<file path="config.mk">
export PLATFORM = sky130hd
export DESIGN_NAME = word_scan_sequencer
export DESIGN_NICKNAME = d
export VERILOG_FILES = /design/src/rtl/word_scan_sequencer.sv
export SDC_FILE = /design/constraint.sdc
export NUM_CORES = 1
export LEC_CHECK = 0
export BUFFER_PORTS_ARGS = -buffer_cell sky130_fd_sc_hd__buf_2
export CAP_MARGIN = 0
export CORE_MARGIN = 8
export CORE_UTILIZATION = 51
export DETAILED_ROUTE_END_ITERATION = 8
export PLACE_DENSITY_LB_ADDON = 0.1
export SYNTH_ARGS = -nofsm -noshare
export SYNTH_HDL_FRONTEND = slang
export SYNTH_SLANG_ARGS = --single-unit
</file>
<file path="constraint.sdc">
create_clock -name clk -period 4.6 [get_ports clk]
set_clock_uncertainty 0.15 [all_clocks]
set_input_delay 1.15 -clock clk [delete_from_list [all_inputs] [get_ports clk]]
set_output_delay 1.15 -clock clk [all_outputs]
set_load 0.02 [all_outputs]
</file>
<file path="src/rtl/word_scan_sequencer.sv">
// Purpose : sweeps the mux select over all source words and streams each captured word out.
// Latency : start edge -> first out_valid two edges later; one bubble cycle between words.
// Backpres: out_data/out_index held while out_ready is low; the sweep stalls on that word.
// Optional: define SCAN_AUTO_CYCLE_EN to restart a sweep DWELL_CYCLES idle cycles after done.
module word_scan_sequencer #(
  parameter int NUM_SRC      = 9,
  parameter int SEL_W        = 4,
  parameter int DATA_W       = 32,
  parameter int DWELL_CYCLES = 1000
) (
  input  logic              clk,
  input  logic              rst_n,
  input  logic              start,
  input  logic              abort,
  output logic [SEL_W-1:0]  sel,
  input  logic [DATA_W-1:0] sel_data,
  output logic [DATA_W-1:0] out_data,
  output logic [SEL_W-1:0]  out_index,
  output logic              out_valid,
  input  logic              out_ready,
  output logic              busy,
  output logic              done
);

  typedef enum logic [1:0] {IDLE, SELECT, PRESENT} state_t;

  localparam logic [SEL_W-1:0] LAST_IDX = SEL_W'(NUM_SRC - 1);

  // Reject parameter sets the select register or dwell counter cannot represent.
  if (NUM_SRC < 1 || NUM_SRC > (1 << SEL_W)) begin : g_bad_num_src
    $error("word_scan_sequencer: NUM_SRC does not fit in SEL_W select bits");
  end
  if (DWELL_CYCLES < 1) begin : g_bad_dwell
    $error("word_scan_sequencer: DWELL_CYCLES must be at least 1");
  end

  state_t state, state_nxt;
  logic   go;        // begin a sweep at index 0
  logic   cap;       // capture the selected word
  logic   adv;       // word accepted, move to next index
  logic   fin;       // last word accepted
  logic   auto_go;   // dwell expired, behave as if start were pulsed

  // sel doubles as the sweep index: it only moves on entry to SELECT.
  assign busy = (state != IDLE);

`ifdef SCAN_AUTO_CYCLE_EN
  localparam int DWELL_W = $clog2(DWELL_CYCLES + 1);

  logic               armed;
  logic [DWELL_W-1:0] dwell_cnt;

  assign auto_go = armed && (state == IDLE) && (dwell_cnt == DWELL_W'(DWELL_CYCLES - 1));

  // Arm on a completed sweep, count idle cycles, disarm on abort or any sweep start.
  always_ff @(posedge clk or negedge rst_n) begin
    if (!rst_n) begin
      armed     <= 1'b0;
      dwell_cnt <= '0;
    end else if (abort || go) begin
      armed     <= 1'b0;
      dwell_cnt <= '0;
    end else if (fin) begin
      armed     <= 1'b1;
      dwell_cnt <= '0;
    end else if (armed && state == IDLE) begin
      dwell_cnt <= dwell_cnt + DWELL_W'(1);
    end
  end
`else
  assign auto_go = 1'b0;
`endif

  // State register.
  always_ff @(posedge clk or negedge rst_n) begin
    if (!rst_n) state <= IDLE;
    else        state <= state_nxt;
  end

  // Next-state and datapath controls; abort overrides everything, including a handshake.
  always_comb begin
    state_nxt = state;
    go        = 1'b0;
    cap       = 1'b0;
    adv       = 1'b0;
    fin       = 1'b0;
    if (abort) begin
      state_nxt = IDLE;
    end else begin
      case (state)
        IDLE: begin
          if (start || auto_go) begin
            go        = 1'b1;
            state_nxt = SELECT;
          end
        end
        SELECT: begin
          cap       = 1'b1;
          state_nxt = PRESENT;
        end
        PRESENT: begin
          if (out_valid && out_ready) begin
            if (sel == LAST_IDX) begin
              fin       = 1'b1;
              state_nxt = IDLE;
            end else begin
              adv       = 1'b1;
              state_nxt = SELECT;
            end
          end
        end
        default: state_nxt = IDLE;
      endcase
    end
  end

  // Select, capture register and done pulse.
  always_ff @(posedge clk or negedge rst_n) begin
    if (!rst_n) begin
      sel       <= '0;
      out_data  <= '0;
      out_index <= '0;
      out_valid <= 1'b0;
      done      <= 1'b0;
    end else begin
      done <= 1'b0;
      if (abort) begin
        sel       <= '0;
        out_valid <= 1'b0;
      end
      if (go) sel <= '0;
      if (cap) begin
        out_data  <= sel_data;
        out_index <= sel;
        out_valid <= 1'b1;
      end
      if (adv) begin
        out_valid <= 1'b0;
        sel       <= sel + SEL_W'(1);
      end
      if (fin) begin
        out_valid <= 1'b0;
        done      <= 1'b1;
      end
    end
  end

endmodule

</file>
After elaboration in Yosys (flattened, before gate mapping)
Index checks and enable logic that the tools add are counted.
{ "totals": {"regBits": 44, "inputBits": 37, "out_inout_bits": 43, "word_cells": 44} }
{ "op_classes": {"n_eq_ne": 5, "n_addsub": 1, "n_reduce_logical": 6, "n_mux": 26} }
{ "op_table": {"columns": ["cell", "count"], "rows": [
  ["$mux 1", 19],
  ["$mux 4", 3],
  ["$mux 2", 3],
  ["$ne 3x3->1 const B", 2],
  ["$pmux 2 s3", 1],
  ["$add 4x1->4 const B", 1],
  ["$eq 4x4->1 const B", 1],
  ["$reduce_bool 4->1", 1],
  ["$reduce_bool 3->1", 1],
  ["$eq 2x1->1 const B", 1],
  ["$eq 2x2->1 const B", 1],
  ["$logic_not 2->1", 1],
  ["$reduce_and 2->1", 1],
  ["$reduce_bool 2->1", 1],
  ["$logic_and 1x1->1", 1]
]} }

Longest topological paths before layout
{ "depth": {"word_depth": 7, "ltp_mapped": 5, "ltp_nobuf": 5} }

Worst setup path after synthesis
Ideal clock, no wire load.
{ "synth_path": {"path_kind": "input -> register", "from": "input port abort", "to": "register out_data[10]", "required_ns": 4.325, "t_arrival_ns": 1.938, "path_stages": 4, "path_buffers": 2, "setup_ns": 0.125, "setup_slack_ns": 2.387, "cell_sequence": "nor3b_2 buf_6 buf_12 mux2_4"} }
{ "synth_via": {"elab_chain_cells": 1} }
{ "synth_rtl": {"columns": ["item", "line_no", "rtl"], "rows": [
  ["from (decl)", "14", "input logic abort,"],
  ["$mux 1", "87", "if (abort) begin"],
  ["to (signal assigned)", "133", "out_data <= sel_data;"],
  ["to (decl)", "17", "output logic [DATA_W-1:0] out_data,"]
]} }
No other way between the ends.
A chain may end at the register's enable or synchronous reset.

Final worst setup path
{ "layout_path": {"from": "input port abort", "to": "register out_data[1]"} }
Same word-level chain as after synthesis.

==> flow_summary.ini <==
[route]
drt_iter0_markers = 74
drtAntennaViolNets = 0
post_drt_wl_per_cell_um = 16.8
vias = 1306
drc = 0
routed_wl_um = 4290
via_per_inst = 5.10
first_pass_iters = 4

[grt]
track_usage_pct = 14.3
grt_max_degree = 45
overflow = 0
antenna_found_initial = 0
grt_pass1_vias = 1443
grt_pass1_wl_um = 7140

[critical_path]
crit-reg2reg-capture = out_data[1]$_DFFE_PN0N_
end_kind = flop
path_class = in2reg
r2r_start = state[1]$_DFFE_PN0P_
crit_start = abort
endpoint = out_data[1]$_DFFE_PN0N_
cp_max_fo = 37
startpoint_type = input port
arrival_ns = 2.50
critPathRequiredTime_ns = 4.63
rr_worst_depth = 3
r2r_slack_ns = 2.68

[timing]
maxSlewViolCount = 0
fmax_ghz = 0.405
hold_viol_final = 0
fin_setup_tns_ns = 0
postLayoutSetupSlackWorst_ns = 2.13
post-route-min-period_ns = 2.47
rsz0062_at_grt = false
worstMarginPinSlew_ns = 0.946
finalCritPeriodShare_pct = 53.7
setup_viol = 0
slew_headroom_pct = 36.9
holdWs_ns = 0.355

[hold_path]
min_from = out_data[28]$_DFFE_PN0N_
hold_path.class = reg2reg

[synthesis]
synth_area_um2 = 1970
ys_ff_latch = 44
synth_largest_area_cell = dfrtp_1
synth.avg_cell_area_um2 = 15.7
syn_inst = 125
yosys_warnings = 0
syn_nets = 164
yosysUniqueCellTypes = 29
netlist.area_leader.share_pct = 56.0
seq_area_frac_synth_pct = 56.0
ys_top_cells_by_area = dfrtp_1, mux2_4, mux2_2, buf_12, ha_1

[clocking]
ctsRootBufferMaster = clkbuf_8
cts_tree = done
postCtsSetupBuffers = 0
cts_num_sinks = 44
clk_pin_slew_ns = 0.08
holdBufCountCts = 0
insertion_delay_ns = 0.29
cts_buffers = 5
cts_buffer_depth = 2
ctsResizeCount = 0
cts.htree.levels = 2

[cells_and_area]
area_growth_pct = 26.4
final_nets = 246
antennaDiodeCount = 0
nFillCells = 289
drive_gt1_share_pct = 62.5
final_area_um2 = 2490

[power]
power_switching_uw = 366
powerDensity_nw_per_um2 = 484
p_comb_share_pct = 30.7
peakVddDrop_mv = 0.299
switching_share_pct = 30.4
seqPwrFrac_pct = 43.2
intPower_uw = 837
p_clk_share_pct = 26.1
power_leakage_uw = 0.00130

[floorplanning]
core-area_um2 = 3690
die_y_um = 78.1
initial_core_util_pct = 53.3
design.portCount = 80
fp.dieW_um = 78.1
rows = 22
dieArea_um2 = 6100

[placement]
dpl-instance-area_um2 = 2360
port_buffers = 79
dp_hpwl_um = 3210
placement.setup.worst_slack_ns = 1.82
gp_congestion = 0.816

[job]
cap_violations = 0

[status]
status = complete, no violations
## worst max-delay path: stages
cell and delay (ns):
buf_2 0.18, nor3b_4 0.21, buf_4 0.53, mux2_2 0.40
## area by class of cell
cell class,instances,area [um2],share of cell area [%]
inverter,6,22.5,0.906
multi-input combinational,70,773,31.1
sequential,44,1100,44.3
timing repair buffer,80,403,16.2
tap,48,60.1,2.42
clock inverter,1,30.0,1.21
clock buffer,7,96.3,3.88
## cell usage in the layout, fill, tap and decap left out, drive strengths merged
master   n
buf     80
dfrtp   44
mux2    38
clkbuf   7
inv      6
nor2     5
nor3     3
nor3b    3
nor2b    2
and3     2
ha       2
and3b    1
and2     1
nand4b   1
nor4bb   1
nand2b   1
nor4     1
a311o    1
or4      1
o41ai    1
nand3    1
o22ai    1
nand4    1
nand2    1
and2b    1
a21oi    1
bufinv   1
## registers in the layout, indices dropped and copies added (netlist names)
signal / cells
done: 1
state: 2
out_index: 4
out_valid: 1
sel: 4
out_data: 32
## routing by layer
layer  share of wire (%)  GRT usage [%]  wire, um
met5                   0              0         0
met4                0.28           3.89        12
met3                  11           7.86       454
met2                  46           22.5      1990
met1                  43           16.5      1840
## power by group through the flow
stage,combinational [uW],clock (uW),sequential [uW]
floorplan,135,0,631
global placement,368,0,521
detailed placement,374,0,528
CTS,376,324,521
global route,395,341,533
finish,369,314,520
## Yosys cell counts
cell / n
nor3b_1: 1
nor3_1: 3
o41ai_1: 1
nand2b_1: 1
buf_6: 1
nor2b_1: 2
nor4_1: 1
dfrtp_1: 44
buf_12: 3
a21oi_1: 1
and2_1: 1
nor2_1: 5
and3_1: 2
nand3_1: 1
mux2_4: 29
buf_2: 1
o22ai_1: 1
nand4b_2: 1
and3b_1: 1
inv_1: 6
mux2_2: 9
nand4_1: 1
and2b_2: 1
nor3b_2: 2
nor4bb_1: 1
nand2_1: 1
a311o_1: 1
ha_1: 2
or4_1: 1
## how the worst min path moves through the flow
stage	endpoint	slack [ns]	cells past startpoint
global route	out_data[11]$_DFFE_PN0N_	0.37	1
global placement	out_data[0]$_DFFE_PN0N_	0.34	1
floorplan	state[0]$_DFFE_PN0P_	0.35	1
CTS	out_data[28]$_DFFE_PN0N_	0.36	1
finish	out_data[28]$_DFFE_PN0N_	0.35	1
detailed placement	out_data[15]$_DFFE_PN0N_	0.34	1
## per-stage QoR
| step | std cells | total power (uW) | utilization [%] |
|---|---|---|---|
| finish | 256 | 1200 | 67.4 |
| floorplan | 125 | 765 | - |
| CTS | 256 | 1220 | 67.4 |
| global placement | 248 | 889 | 64.0 |
| detailed placement | 248 | 902 | 64.0 |
| global route | 256 | 1270 | 67.4 |
## cell families after synthesis
logic type      Yosys count  share of synthesized area (%)
mux                      38                           27.3
fa+ha+maj                 2                           1.27
simple gates             26                           8.91
compound gates            4                           1.53
flops                    44                           56.0
buf+inv                  11                           5.03
(Power assumes the default switching activity.)
